===== config.mk =====
export PLATFORM = sky130hd
export DESIGN_NAME = v2k_typedef_yee_pixel_tx
export DESIGN_NICKNAME = d
export VERILOG_FILES = /design/src/rtl/v2k_typedef_yee_pixel_tx.sv
export SDC_FILE = /design/constraint.sdc
export NUM_CORES = 1
export LEC_CHECK = 0
export CAP_MARGIN = 30
export CORE_ASPECT_RATIO = 1.1
export CORE_UTILIZATION = 49
export DETAILED_ROUTE_END_ITERATION = 6
export PLACE_DENSITY = 0.78
export SLEW_MARGIN = 20
export SYNTH_ARGS = -nofsm -noshare
export SYNTH_HDL_FRONTEND = slang
export SYNTH_SLANG_ARGS = --single-unit

===== constraint.sdc =====
create_clock -name cp -period 2.3 [get_ports cp]
set_input_delay 0.46 -clock cp [delete_from_list [all_inputs] [get_ports cp]]
set_output_delay 0.46 -clock cp [all_outputs]
set_load 0.05 [all_outputs]

===== src/rtl/v2k_typedef_yee_pixel_tx.sv =====
// Pixel-stream transmitter: 2-entry skid buffer feeding a line/frame framer
// with programmable horizontal blanking and valid/ready flow control downstream.
module v2k_typedef_yee_pixel_tx #(
  parameter int HSIZE  = 8,
  parameter int VSIZE  = 4,
  parameter int HBLANK = 2
) (
  input  logic        cp,
  input  logic        reset,
  input  logic        start,
  input  logic [23:0] in_pixel,
  input  logic        in_valid,
  output logic        in_ready,
  output logic [23:0] tx_pixel,
  output logic        tx_valid,
  input  logic        ready,
  output logic        tx_sof,
  output logic        tx_eol,
  output logic        tx_eof,
  output logic        busy,
  output logic        frame_done
);

  typedef logic [23:0] pixel24_t;
  typedef enum logic [1:0] {IDLE, ACTIVE, BLANK, DONE} state_t;

  localparam int XW = (HSIZE > 1) ? $clog2(HSIZE) : 1;
  localparam int YW = (VSIZE > 1) ? $clog2(VSIZE) : 1;
  localparam int BW = (HBLANK > 1) ? $clog2(HBLANK) : 1;
  localparam logic [XW-1:0] XLAST = XW'(HSIZE - 1);
  localparam logic [YW-1:0] YLAST = YW'(VSIZE - 1);
  localparam logic [BW-1:0] BLAST = BW'((HBLANK > 0) ? HBLANK - 1 : 0);

  pixel24_t      mem_q [2];
  logic          wrPtr_q;
  logic          rdPtr_q;
  logic [1:0]    count_q;
  logic [1:0]    count_d;
  logic          inReady_q;
  state_t        state_q;
  logic [XW-1:0] x_q;
  logic [YW-1:0] y_q;
  logic [BW-1:0] blank_q;
  logic          push;
  logic          pop;
  logic          xLast;
  logic          yLast;

  assign push       = in_valid & inReady_q;
  assign tx_valid   = (state_q == ACTIVE) && (count_q != 2'd0);
  assign pop        = tx_valid & ready;
  assign in_ready   = inReady_q;
  assign tx_pixel   = tx_valid ? mem_q[rdPtr_q] : '0;
  assign xLast      = (x_q == XLAST);
  assign yLast      = (y_q == YLAST);
  assign tx_sof     = tx_valid && (x_q == '0) && (y_q == '0);
  assign tx_eol     = tx_valid && xLast;
  assign tx_eof     = tx_eol && yLast;
  assign busy       = (state_q != IDLE);
  assign frame_done = (state_q == DONE);

  always_comb begin
    count_d = count_q;
    case ({push, pop})
      2'b10:   count_d = count_q + 2'd1;
      2'b01:   count_d = count_q - 2'd1;
      default: ;
    endcase
  end

  // in_ready is registered from the next occupancy so it never lags a pop
  always_ff @(posedge cp) begin
    if (reset) begin
      wrPtr_q   <= 1'b0;
      rdPtr_q   <= 1'b0;
      count_q   <= 2'd0;
      inReady_q <= 1'b1;
    end else begin
      if (push) wrPtr_q <= ~wrPtr_q;
      if (pop)  rdPtr_q <= ~rdPtr_q;
      count_q   <= count_d;
      inReady_q <= (count_d != 2'd2);
    end
  end

  always_ff @(posedge cp) begin
    if (push) mem_q[wrPtr_q] <= in_pixel;
  end

  always_ff @(posedge cp) begin
    if (reset) begin
      state_q <= IDLE;
      x_q     <= '0;
      y_q     <= '0;
      blank_q <= '0;
    end else begin
      case (state_q)
        IDLE: begin
          if (start) begin
            state_q <= ACTIVE;
            x_q     <= '0;
            y_q     <= '0;
          end
        end
        ACTIVE: begin
          if (pop) begin
            if (xLast) begin
              x_q <= '0;
              if (yLast) begin
                state_q <= DONE;
              end else begin
                y_q <= y_q + 1'b1;
                if (HBLANK > 0) begin
                  state_q <= BLANK;
                  blank_q <= '0;
                end
              end
            end else begin
              x_q <= x_q + 1'b1;
            end
          end
        end
        // blanking length is fixed and deliberately ignores downstream ready
        BLANK: begin
          if (blank_q == BLAST) begin
            state_q <= ACTIVE;
            blank_q <= '0;
          end else begin
            blank_q <= blank_q + 1'b1;
          end
        end
        DONE: begin
          state_q <= IDLE;
          y_q     <= '0;
        end
        default: state_q <= IDLE;
      endcase
    end
  end

endmodule


==> load_flow_metrics.sql <==
INSERT INTO impl_metrics (metric_group, metric, value, unit) VALUES
('floorplanning', 'die_w', '71.7', 'µm'),
('worst_setup_path', 'cp.depth', '6', ''),
('power_and_ir_drop', 'vdd_ir_drop_max', '0.578', 'mV'),
('worst_setup_path', 'regToRegEndpoint', 'in_ready', ''),
('power_and_ir_drop', 'leakagePower', '0.00132', 'µW'),
('sta', 'slew_headroom', '67.2', '%'),
('clock_tree', 'clk_path_buf_depth', '2', ''),
('place', 'final_estimated_routing_congestion_in_global_placement', '0.794', ''),
('sta', 'final_min_period_over_clock_period', '93.7', '%'),
('drt', 'post_route_drc_violation_count', '0', ''),
('sta', 'grt_setup_unrepaired', 'false', ''),
('worst_setup_path', 'timing.critical_path.from', 'state_q[1]', ''),
('synthesis', 'synth.yosys.warnings', '0', ''),
('place', 'io_buffer_count', '59', ''),
('worst_setup_path', 'critPathBufInv', '3', ''),
('clock_tree', 'clock_sinks', '62', ''),
('clock_tree', 'cts-root-buf', 'sky130_fd_sc_hd__clkbuf_8', ''),
('outcome', 'run_status', 'complete, no violations', ''),
('final_layout', 'area_growth', '40.9', '%'),
('global_route', 'grt_pass1_vias', '1638', ''),
('sta', 'finalClockSkew', '0.00654', 'ns'),
('worst_setup_path', 'cpLargestDelayFamily', 'buffers and inverters', ''),
('sta', 'final-setup-viol-count', '0', ''),
('floorplanning', 'fp_rows', '27', ''),
('clock_tree', 'cts_setup_buffers', '0', ''),
('drt', 'finalWirelength', '4.77', 'mm'),
('worst_setup_path', 'cp-start-kind', 'register', ''),
('synthesis', 'synth.yosys.seq_area_share', '65.8', '%'),
('sta', 'drv_slew', '0', ''),
('clock_tree', 'cts-resized-gates', '1', ''),
('floorplanning', 'io_pins', '60', ''),
('global_route', 'grt_pass1_wl', '7.73', 'mm'),
('worst_setup_path', 'crit_fanout', '27', ''),
('clock_tree', 'cts-buffers-inserted', '9', ''),
('synthesis', 'async_flop_share', '0', '%'),
('final_layout', 'post_route_cells_drive_above_1_share', '21.3', '%'),
('job', 'cap_viol_max_count', '0', ''),
('drt', 'drtPass1Iterations', '4', ''),
('global_route', 'largest_net_degree_at_the_start_of_global_routing', '28', ''),
('sta', 'setup_total_negative_slack', '0', 'ns'),
('worst_setup_path', 'worst_path_largest_cell_delay', '0.41', 'ns'),
('global_route', 'grt_use_total', '18.7', '%'),
('final_layout', 'num_antenna_cells', '0', ''),
('sta', 'report.final.hold_viol_count', '0', ''),
('floorplanning', 'core', '0.00507', 'mm²'),
('floorplanning', 'dieHeight', '78.7', 'µm'),
('worst_setup_path', 'criticalPathCategory', 'reg -> out', ''),
('worst_setup_path', 'setup.reg_to_reg.worst_slack', '0.41', 'ns'),
('global_route', 'grt_remaining_overflow', '0', ''),
('sta', 'min_period', '2.16', 'ns'),
('drt', 'initialDrtViolationCount', '116', ''),
('worst_setup_path', 'crit_slowest_cell', 'sky130_fd_sc_hd__dfxtp_2', ''),
('sta', 'whs', '0.503', 'ns'),
('worst_setup_path', 'worstSetupEndpointType', 'output pin', ''),
('worst_setup_path', 'cp.required', '1.84', 'ns'),
('clock_tree', 'path_clk_slew', '0.06', 'ns'),
('hold_path', 'min_path_type', 'reg -> reg', ''),
('floorplanning', 'die_area', '0.00564', 'mm²'),
('synthesis', 'synth.avg_cell_area', '13.4', 'µm²'),
('drt', 'drtAntennaViolNets', '0', ''),
('worst_setup_path', 'worst_setup_path_endpoint', 'tx_eof', ''),
('clock_tree', 'h-tree-depth', '3', ''),
('worst_setup_path', 'arrival', '1.70', 'ns'),
('sta', 'worstMarginPinSlew', '0.490', 'ns'),
('drt', 'route.vias.total', '1727', ''),
('final_layout', 'nFillCells', '333', ''),
('synthesis', 'syn-cell-area', '0.00262', 'mm²'),
('synthesis', 'cell_count_after_synthesis', '195', ''),
('worst_setup_path', 'worst_r2r_path_depth', '5', ''),
('final_layout', 'final_net_count', '298', ''),
('drt', 'routed_via_density', '5.30', '');
-- cell families after synthesis --
logic type,share of synthesized area [%]
AO/OA/AOI/OAI,6.60
adder cells (fa/ha/maj),2.87
flip-flops,65.8
AND/OR/NAND/NOR,11.2
multiplexers,9.18
buffers and inverters,3.35
XOR/XNOR,1.00
-- Yosys cell counts, drive strengths merged, types with 2 or more instances --
cell     instances  area, µm²
a21oi            6       30.0
and3             2       12.5
buf              7       43.8
clkbuf           2       10.0
dfxtp           14        280
edfxtp          48       1440
ha               6       75.1
inv              9       33.8
mux2i           24        240
nand2            6       22.5
nand2b           2       20.0
nand4            2       12.5
nor2            30        113
nor3             3       15.0
o2111ai          2       17.5
o211ai           3       36.3
o21ai            6       33.8
or3              2       13.8
xor2             2       17.5
-- layer usage --
metal | global-route usage, % | vias to the layer above | part of all wire (%)
met2 | 28.8 | 44 | 49
met3 | 4.11 | 8 | 4.3
met5 | 0 | - | 0
li1 | - | 848 | -
met4 | 10.0 | 0 | 1.6
met1 | 24.6 | 827 | 45
-- per-stage QoR --
stage	power [µW]	std cells	utilization [%]	setup slack, ns	area [µm²]
4_1_cts	2660	326	72.7	0.0298	3680
5_1_grt	2740	326	72.8	0.0512	3690
3_3_place_gp	1890	310	69.7	0.130	3530
2_1_floorplan	1660	195	-	0.0191	2620
3_5_place_dp	1900	310	69.7	0.0681	3530
6_report	2630	326	72.8	0.144	3690
-- how the worst min path moves through the flow --
stage,from,to,slack (ns),depth (start not counted)
after floorplan,blank_q,state_q[0],0.47,2
after global placement,blank_q,state_q[0],0.49,2
after detailed placement,rdPtr_q,register,0.50,2
after CTS,blank_q,state_q[0],0.51,2
after global routing,blank_q,state_q[0],0.53,2
final,blank_q,state_q[0],0.50,2
-- report_power, final --
group          internal [µW]  switching [µW]  leakage (µW)
clock                    375             381     0.0000786
sequential              1310            42.5      0.000564
combinational            234             291      0.000676
-- worst min-delay path, stage by stage (launching register included) --
cell,delay (ns)
sky130_fd_sc_hd__dfxtp_1,0.32
sky130_fd_sc_hd__nand2_1,0.07
sky130_fd_sc_hd__a31oi_1,0.07
-- cells in the final DEF (no fill, tap or decap), types with 2 or more instances in the layout --
cell type / n
sky130_fd_sc_hd__xor2_1: 2
sky130_fd_sc_hd__clkinv_1: 3
sky130_fd_sc_hd__o211ai_1: 2
sky130_fd_sc_hd__dfxtp_2: 2
sky130_fd_sc_hd__buf_12: 25
sky130_fd_sc_hd__clkbuf_8: 9
sky130_fd_sc_hd__edfxtp_1: 48
sky130_fd_sc_hd__buf_4: 10
sky130_fd_sc_hd__mux2i_1: 24
sky130_fd_sc_hd__nand4_1: 2
sky130_fd_sc_hd__o21ai_0: 5
sky130_fd_sc_hd__a21oi_1: 6
sky130_fd_sc_hd__clkinv_2: 2
sky130_fd_sc_hd__ha_1: 6
sky130_fd_sc_hd__nor2_1: 29
sky130_fd_sc_hd__nand2_1: 6
sky130_fd_sc_hd__clkdlybuf4s50_1: 30
sky130_fd_sc_hd__o2111ai_1: 2
sky130_fd_sc_hd__dfxtp_1: 12
sky130_fd_sc_hd__inv_1: 9
sky130_fd_sc_hd__and3_1: 2
sky130_fd_sc_hd__nor3_1: 2
-- sequential cells by signal, indices dropped and copies added, names as in the netlist, named ones only --
name      flops
mem_q        48
x_q           3
count_q       2
state_q       2
y_q           2
blank_q       1
in_ready      1
rdPtr_q       1
wrPtr_q       1
-- final cells by class --
class,count,area [µm²],share of cell area (%)
clock inverter,6,28.8,0.780
sequential,62,1720,46.8
timing repair buffer,66,885,24.0
inverter,9,33.8,0.916
multi-input combinational,115,816,22.1
clock buffer,10,128,3.46
tap,58,72.6,1.97
Power figures use the tool's default switching activity.
